--- config.mk ---
export PLATFORM = sky130hd
export DESIGN_NAME = beam_input_capture_flat
export DESIGN_NICKNAME = d
export VERILOG_FILES = /design/src/rtl/beam_input_capture_if.sv /design/src/rtl/beam_input_capture.sv /design/src/flat_wrapper.sv
export SDC_FILE = /design/constraint.sdc
export NUM_CORES = 1
export LEC_CHECK = 0
export BUFFER_PORTS_ARGS = -buffer_cell sky130_fd_sc_hd__buf_2
export CORE_MARGIN = 2
export CORE_UTILIZATION = 50
export CTS_BUF_LIST = sky130_fd_sc_hd__clkbuf_8 sky130_fd_sc_hd__clkbuf_16
export DETAILED_ROUTE_END_ITERATION = 12
export GPL_ROUTABILITY_DRIVEN = 0
export HOLD_SLACK_MARGIN = 0.1
export PLACE_DENSITY = 0.69
export SLEW_MARGIN = 40
export SYNTH_ARGS = -nofsm -noshare
export SYNTH_HDL_FRONTEND = slang
export SYNTH_SLANG_ARGS = --single-unit
--- constraint.sdc ---
create_clock -name clk -period 2.95 [get_ports clk]
set_input_delay 0.4425 -clock clk [delete_from_list [all_inputs] [get_ports clk]]
set_output_delay 0.4425 -clock clk [all_outputs]
set_load 0.05 [all_outputs]
--- src/rtl/beam_input_capture_if.sv ---
`default_nettype none
// ============================================================================
// beam_input_capture_if
// Avalon-MM slave register bus used by beam_input_capture.
// Revision: 1.0
// ============================================================================
interface beam_input_capture_if;
    logic [1:0]  address;
    logic        read;
    logic        write;
    logic [31:0] writedata;
    logic [31:0] readdata;

    modport master (
        output address,
        output read,
        output write,
        output writedata,
        input  readdata
    );

    modport slave (
        input  address,
        input  read,
        input  write,
        input  writedata,
        output readdata
    );
endinterface
`default_nettype wire

--- src/rtl/beam_input_capture.sv ---
`default_nettype none
// ============================================================================
// beam_input_capture
// Synchronised, debounced beam/button inputs with per-channel edge capture,
// interrupt masking and an Avalon-MM register window.
// Revision: 1.0
// ============================================================================
module beam_input_capture #(
    parameter int CHANNELS        = 8,
    parameter int DEBOUNCE_CYCLES = 50000
) (
    input  wire logic                clk,
    input  wire logic                reset_n,
    input  wire logic [CHANNELS-1:0] in_raw,
    beam_input_capture_if.slave      bus,
    output logic                     irq
);

    localparam int CNT_W = $clog2(DEBOUNCE_CYCLES + 1);
    localparam logic [CNT_W-1:0] CNT_LAST = CNT_W'(DEBOUNCE_CYCLES - 1);

    localparam logic [1:0] ADDR_DATA = 2'd0;
    localparam logic [1:0] ADDR_MASK = 2'd1;
    localparam logic [1:0] ADDR_EDGE = 2'd2;
    localparam logic [1:0] ADDR_SEL  = 2'd3;

    logic [CHANNELS-1:0] sync_meta;
    logic [CHANNELS-1:0] sync_q;
    logic [CHANNELS-1:0] stable;
    logic [CHANNELS-1:0] stable_nx;
    logic [CHANNELS-1:0] edge_det;
    logic [CHANNELS-1:0] edge_capture;
    logic [CHANNELS-1:0] irq_mask;
    logic [CHANNELS-1:0] edge_sel;
    logic [CHANNELS-1:0] wdata;
    logic [CHANNELS-1:0] w1c;
    logic [31:0]         rd_mux;
    logic                wr_mask;
    logic                wr_sel;
    logic                unused_wdata;

    always_ff @(posedge clk or negedge reset_n) begin
        if (!reset_n) begin
            sync_meta <= '0;
            sync_q    <= '0;
        end else begin
            sync_meta <= in_raw;
            sync_q    <= sync_meta;
        end
    end

    // Each channel owns its debounce counter; stable flips on the cycle the
    // count would reach DEBOUNCE_CYCLES, so the counter never exceeds CNT_LAST.
    for (genvar ch = 0; ch < CHANNELS; ch++) begin : g_chan
        logic [CNT_W-1:0] cnt;
        logic             flip;

        assign flip = (sync_q[ch] != stable[ch]) && (cnt == CNT_LAST);

        always_ff @(posedge clk or negedge reset_n) begin
            if (!reset_n) begin
                cnt        <= '0;
                stable[ch] <= 1'b0;
            end else if (sync_q[ch] == stable[ch]) begin
                cnt <= '0;
            end else if (flip) begin
                cnt        <= '0;
                stable[ch] <= ~stable[ch];
            end else begin
                cnt <= cnt + 1'b1;
            end
        end

        assign stable_nx[ch] = stable[ch] ^ flip;
        assign edge_det[ch]  = edge_sel[ch] ? (stable[ch] & ~stable_nx[ch])
                                            : (~stable[ch] & stable_nx[ch]);
    end

    assign wdata        = bus.writedata[CHANNELS-1:0];
    assign unused_wdata = ^bus.writedata;
    assign wr_mask      = bus.write && (bus.address == ADDR_MASK);
    assign wr_sel       = bus.write && (bus.address == ADDR_SEL);
    assign w1c          = (bus.write && (bus.address == ADDR_EDGE)) ? wdata : '0;

    // Read mux looks at current register contents, so a same-cycle write
    // is not visible until the following read.
    always_comb begin
        rd_mux = '0;
        case (bus.address)
            ADDR_DATA: rd_mux[CHANNELS-1:0] = stable;
            ADDR_MASK: rd_mux[CHANNELS-1:0] = irq_mask;
            ADDR_EDGE: rd_mux[CHANNELS-1:0] = edge_capture;
            ADDR_SEL:  rd_mux[CHANNELS-1:0] = edge_sel;
            default:   rd_mux = '0;
        endcase
    end

    always_ff @(posedge clk or negedge reset_n) begin
        if (!reset_n) begin
            irq_mask     <= '0;
            edge_sel     <= '0;
            edge_capture <= '0;
            irq          <= 1'b0;
            bus.readdata <= '0;
        end else begin
            if (wr_mask) begin
                irq_mask <= wdata;
            end
            if (wr_sel) begin
                edge_sel <= wdata;
            end
            // A fresh edge outranks a coincident clear of the same bit.
            edge_capture <= (edge_capture & ~w1c) | edge_det;
            irq          <= |(edge_capture & irq_mask);
            if (bus.read) begin
                bus.readdata <= rd_mux;
            end
        end
    end

endmodule
`default_nettype wire

--- src/flat_wrapper.sv ---
// flat-port wrapper written by rule: the top's interface ports become plain ports
module beam_input_capture_flat 
#(
    parameter int CHANNELS        = 8,
    parameter int DEBOUNCE_CYCLES = 50000
)
  (clk, reset_n, in_raw, irq, bus_address, bus_read, bus_write, bus_writedata, bus_readdata);
  beam_input_capture_if bus_i ();
  input  wire logic clk;
  input  wire logic reset_n;
  input  wire logic [CHANNELS-1:0] in_raw;
  output logic irq;
  input wire logic [$bits(bus_i.address)-1:0] bus_address;
  input wire logic [$bits(bus_i.read)-1:0] bus_read;
  input wire logic [$bits(bus_i.write)-1:0] bus_write;
  input wire logic [$bits(bus_i.writedata)-1:0] bus_writedata;
  output wire logic [$bits(bus_i.readdata)-1:0] bus_readdata;
  assign bus_i.address = bus_address;
  assign bus_i.read = bus_read;
  assign bus_i.write = bus_write;
  assign bus_i.writedata = bus_writedata;
  assign bus_readdata = bus_i.readdata;
  beam_input_capture #(.CHANNELS(CHANNELS), .DEBOUNCE_CYCLES(DEBOUNCE_CYCLES)) u_core (.clk(clk), .reset_n(reset_n), .in_raw(in_raw), .bus(bus_i), .irq(irq));
endmodule
Word level (Yosys, flattened, before mapping)
Index checks and enable logic that the tools add are counted.
{"block": "classes", "addsub": 8, "mul": 0, "div": 0, "n_lt_le_gt_ge": 0, "n_eq_ne": 27, "n_shift": 0, "n_mux": 26, "n_bitwise": 52, "n_reduce_logical": 21}
{"op": "2-to-1 mux 16 bit", "n": 16}
{"op": "adder 16 x 1 -> 16 bit, second input constant", "n": 8}
{"op": "== test 16 bit, second input constant", "n": 8}
{"op": "one-hot mux 8 bit (4 select lines)", "n": 1}
{"op": "NOT 1 bit", "n": 24}
{"op": "AND 1 bit", "n": 16}
{"op": "AND 8 bit", "n": 2}
{"op": "AND reduction 2 bit", "n": 8}
{"op": "logical AND 1 bit", "n": 11}
{"op": "== test 1 bit", "n": 8}
{"op": "2-to-1 mux 1 bit", "n": 8}
{"op": "2-to-1 mux 8 bit", "n": 1}
{"op": "inequality test 1 bit", "n": 8}
{"op": "NOT 8 bit", "n": 1}
{"op": "OR 8 bit", "n": 1}
{"op": "OR reduction 8 bit", "n": 1}
{"op": "bitwise XOR 1 bit", "n": 8}
{"op": "== test 2 bit, second input constant", "n": 2}
{"op": "== test 2 x 1 -> 1 bit, second input constant", "n": 1}
{"op": "zero test 2 bit", "n": 1}
{"block": "totals", "reg_bits": 185, "latchBits": 0, "ramBits": 0, "mem_bits_ro": 0, "out_inout_bits": 33, "word_cells": 157, "n_memories": 0}

Depth between registers and ports, before layout
{"block": "logic_depth", "word_depth": 7, "mapped_depth": 6}

Least setup slack after synthesis
OpenSTA, ideal clock, no wires.
{"block": "synth_timing", "path_kind": "flip-flop to flip-flop", "startpoint": "register u_core.g_chan[4].cnt[7]", "endpoint": "register u_core.stable[4]", "setup_time_ns": 0.125, "arrival_ns": 1.786, "setup_slack_ns": 1.039, "path_stages_with_launch": 4, "path_buffers": 0, "period_less_slack_ns": 1.911, "path_cell_list": "dfrtp_1 -> or4b_1 -> or4_4 -> mux2_4"}
{"block": "synth_between", "elab_chain_len": 3}
{"element": "from (decl)", "line_no": "beam_input_capture.sv:55", "text": "logic [CNT_W-1:0] cnt;"}
{"element": "from (signal assigned)", "line_no": "beam_input_capture.sv:70", "text": "cnt <= cnt + 1'b1;"}
{"element": "== test 16 bit", "line_no": "beam_input_capture.sv:58", "text": "assign flip = (sync_q[ch] != stable[ch]) && (cnt == CNT_LAST);"}
{"element": "logical AND 1 bit", "line_no": "beam_input_capture.sv:58"}
{"element": "AND reduction 2 bit (no line)"}
{"element": "to (signal, indexed assignment)", "line_no": "beam_input_capture.sv:68", "text": "stable[ch] <= ~stable[ch];"}
{"element": "to (decl)", "line_no": "beam_input_capture.sv:29", "text": "logic [CHANNELS-1:0] stable;"}
No other way between the ends.
A chain may end at the register's enable or synchronous reset.

Worst setup path after layout
{"block": "layout_timing", "startpoint": "register u_core.g_chan[4].cnt[7]", "endpoint": "register u_core.g_chan[4].cnt[11]"}
{"block": "layout_between", "elab_chain_len": 4, "elab_cells_between_ends": 5}
{"element": "branches (longest 2 deep; another with adder 16 x 1 -> 16 bit)"}
{"element": "2-to-1 mux 16 bit *", "line_no": "beam_input_capture.sv:66", "text": "end else if (flip) begin"}
{"element": "2-to-1 mux 16 bit *", "line_no": "beam_input_capture.sv:64", "text": "end else if (sync_q[ch] == stable[ch]) begin"}
Every way passes the cells marked *.

==> flow_metrics.env <==
export IMPL_grt_use_total_pct=18.58
export IMPL_layout_min_cycle_time_ns=2.028
export IMPL_crit_slowest_cell="or4_4"
export IMPL_hold_viol=0
export IMPL_setup_ws_ns=0.9221
export IMPL_dp_slack_ns=0.9258
export IMPL_yosysWarningCount=0
export IMPL_p_sw_uw=1354
export IMPL_sequentialPowerShare_pct=51.2
export IMPL_io_pins=79
export IMPL_whs_path_depth=1
export IMPL_slew_headroom_pct=56.71
export IMPL_power_density_nw_per_um2=545.2
export IMPL_maxCapViolCount=0
export IMPL_leakage_uw=0.004016
export IMPL_skew_ns=0.007741
export IMPL_clkTransAtPathRegs_ns=0.07
export IMPL_regToRegSetupSlack_ns=0.92
export IMPL_dr_pass1_iters=4
export IMPL_drive_gt1_share_pct=13.17
export IMPL_seq_area_sq_um=4629
export IMPL_r2r_end="u_core.g_chan[4].cnt[11]$_DFF_PN0_"
export IMPL_final_core_util_pct=56.61
export IMPL_synth_edff_count=0
export IMPL_clkLatencyLatePin_ns=0.43
export IMPL_clockPowerShare_pct=40.4
export IMPL_chipWidth_um=136.1
export IMPL_syn_area_per_cell_sq_um=10.67
export IMPL_root_buffer="clkbuf_16"
export IMPL_path_cells="or4b_1, or4_4, nand2_2, nor2_1"
export IMPL_cts_setup_buffers=0
export IMPL_setup_worst_path_end="u_core.g_chan[4].cnt[11]$_DFF_PN0_"
export IMPL_core_area_sq_um=17180
export IMPL_drtIter0Drc=345
export IMPL_synthArstFlopShare_pct=100.0
export IMPL_whs_ns=0.1204
export IMPL_end_kind="flop"
export IMPL_combPwrFrac_pct=8.4
export IMPL_cts_tree="built"
export IMPL_cts_path_max_buffers=2
export IMPL_tns_ns=0
export IMPL_ys_types=42
export IMPL_worst_slew_pin_slew_ns=0.6494
export IMPL_crit_fanout=14
export IMPL_fillers=1526
export IMPL_reg2regPathDepth=4
export IMPL_routedWlPerCell_um=14.04
export IMPL_syn_inst=818
export IMPL_numCtsBuffers=17
export IMPL_critPathMaxStageDelay_ns=0.58
export IMPL_std_cell_rows=48
export IMPL_yosysSeqAreaShare_pct=53.03
export IMPL_reg2reg_from="u_core.g_chan[4].cnt[7]$_DFF_PN0_"
export IMPL_max_freq_mhz=493.1
export IMPL_drc=0
export IMPL_intPower_uw=3947
export IMPL_ctsHoldBuffers=7
export IMPL_clkSinkCount=185
export IMPL_vdd_drop_max_uv=425.9
export IMPL_status="finished clean"
export IMPL_portBuffers=30
export IMPL_path_class="reg2reg"
export IMPL_grt_ovfl_total=0
export IMPL_critical_path_arrival_ns=2.33
export IMPL_hpwl_mm=10.75
export IMPL_dominantRegCellSynth="dfrtp_1"
export IMPL_postRouteAntennaNets=0
export IMPL_areaGrowthSynthToFinish_pct=11.38
export IMPL_hold_path_class="in2reg"
export IMPL_layout_commonest_cell="dfrtp_1"
export IMPL_swShare_pct=25.55
export IMPL_post_route_period_util_pct=68.74
export IMPL_cts_resized=0
export IMPL_avgViaCountPerCell=5.236
export IMPL_rsz0062_at_grt="no"
export IMPL_final_cell_mix="dfrtp_1, nor2_1, xnor2_1, nand2_1, nand3_1"
export IMPL_routed_wl_mm=15.55
export IMPL_initial_core_util_pct=50.82
export IMPL_grt_max_degree=82
export IMPL_synth_area_sq_um=8730
export IMPL_grt_antenna_before_repair=4
export IMPL_grt_pass1_wl_mm=27.30
export IMPL_h_tree_depth=4
export IMPL_drv_slew=0
export IMPL_finalSetupViolations=0
export IMPL_die_area_sq_um=18530
export IMPL_fin_total_pwr_uw=5301
export IMPL_vias=5801
export IMPL_die_h_um=136.1
export IMPL_grt_pass1_vias=5648
export IMPL_ys_ff_latch=185
export IMPL_layout_nets=922
export IMPL_multiInputGateArea_sq_um=3846
export IMPL_start_kind="flop"
export IMPL_startpoint="u_core.g_chan[4].cnt[7]$_DFF_PN0_"
export IMPL_cp_data_required_time_ns=3.25
==> stage by stage <==
step                cell area [sq um]  std cells
floorplan                        8816        841
global route                     9718       1106
finish                           9723       1108
detailed placement               9094       1067
global placement                 9094       1067
CTS                              9718       1106
==> synthesized netlist by cell type (24+ instances only) <==
library cell / n / area share (%)
buf_4: 24 / 2.1
dfrtp_1: 185 / 53
inv_1: 24 / 1.0
mux2_2: 28 / 3.6
nand2_1: 45 / 1.9
nand3_1: 40 / 2.3
nand4_1: 30 / 2.1
nor2_1: 149 / 6.4
nor3_1: 26 / 1.5
nor4_1: 34 / 2.4
xnor2_1: 96 / 9.6
xor2_1: 27 / 2.7
==> registers in the layout, indices dropped and copies added, names as in the netlist <==
name,count
u_core.bus.readdata,8
u_core.edge_capture,8
u_core.edge_sel,8
u_core.g_chan.cnt,128
u_core.irq,1
u_core.irq_mask,8
u_core.stable,8
u_core.sync_meta,8
u_core.sync_q,8
==> logic make-up (layout without fill, tap and decap cells) <==
kind of cell    Yosys count  count (layout)  synth area share, %
compound gates           30              30                2.737
xor+xnor                123             123                12.34
fa+ha+maj                 8               8                1.147
buf+inv                  63             103                3.898
flops                   185             185                53.03
mux                      37              37                5.848
other cells               1              26              0.04296
simple gates            371             371                20.95
==> power groups by stage <==
stage / registers (uW) / logic [uW] / clock network (uW)
finish: 2720 / 443 / 2140
global route: 2730 / 491 / 2310
CTS: 2720 / 452 / 2200
detailed placement: 2760 / 443 / 0
global placement: 2760 / 437 / 0
floorplan: 2810 / 269 / 0
==> worst max-delay path: cells and delay by family (launching register included) <==
kind             cells  cell delay (ns)
and+or+nand+nor      4             1.46
DFF                  1             0.44
==> final cells by class <==
type / instances / share of cell area, %
clock inverter: 15 / 1.325
multi-input combinational: 593 / 39.56
sequential: 185 / 47.61
tap: 225 / 2.895
timing repair buffer: 47 / 3.256
clock buffer: 17 / 4.375
antenna: 2 / 0.05147
inverter: 24 / 0.9265
==> per-layer routing <==
metal | share of wire, % | GRT usage [%] | vias to the layer above
li1 | - | - | 2881
met1 | 48 | 25.57 | 2829
met2 | 46 | 28.67 | 72
met3 | 4.1 | 5.556 | 15
met4 | 1.2 | 5.382 | 4
met5 | 0.17 | 0 | -
==> worst min path at each step <==
stage / start / endpoint / slack [ns]
finish: in_raw[7] / u_core.sync_meta[7]$_DFF_PN0_ / 0.12
global route: in_raw[7] / u_core.sync_meta[7]$_DFF_PN0_ / 0.10
CTS: in_raw[7] / u_core.sync_meta[7]$_DFF_PN0_ / 0.10
detailed placement: u_core.sync_meta[2]$_DFF_PN0_ / u_core.sync_q[2]$_DFF_PN0_ / 0.34
global placement: u_core.sync_meta[3]$_DFF_PN0_ / u_core.sync_q[3]$_DFF_PN0_ / 0.33
floorplan: reset_n / u_core.bus.readdata[0]$_DFFE_PN0P_ / 0.15
No activity file was read; power rests on OpenSTA's default activity.
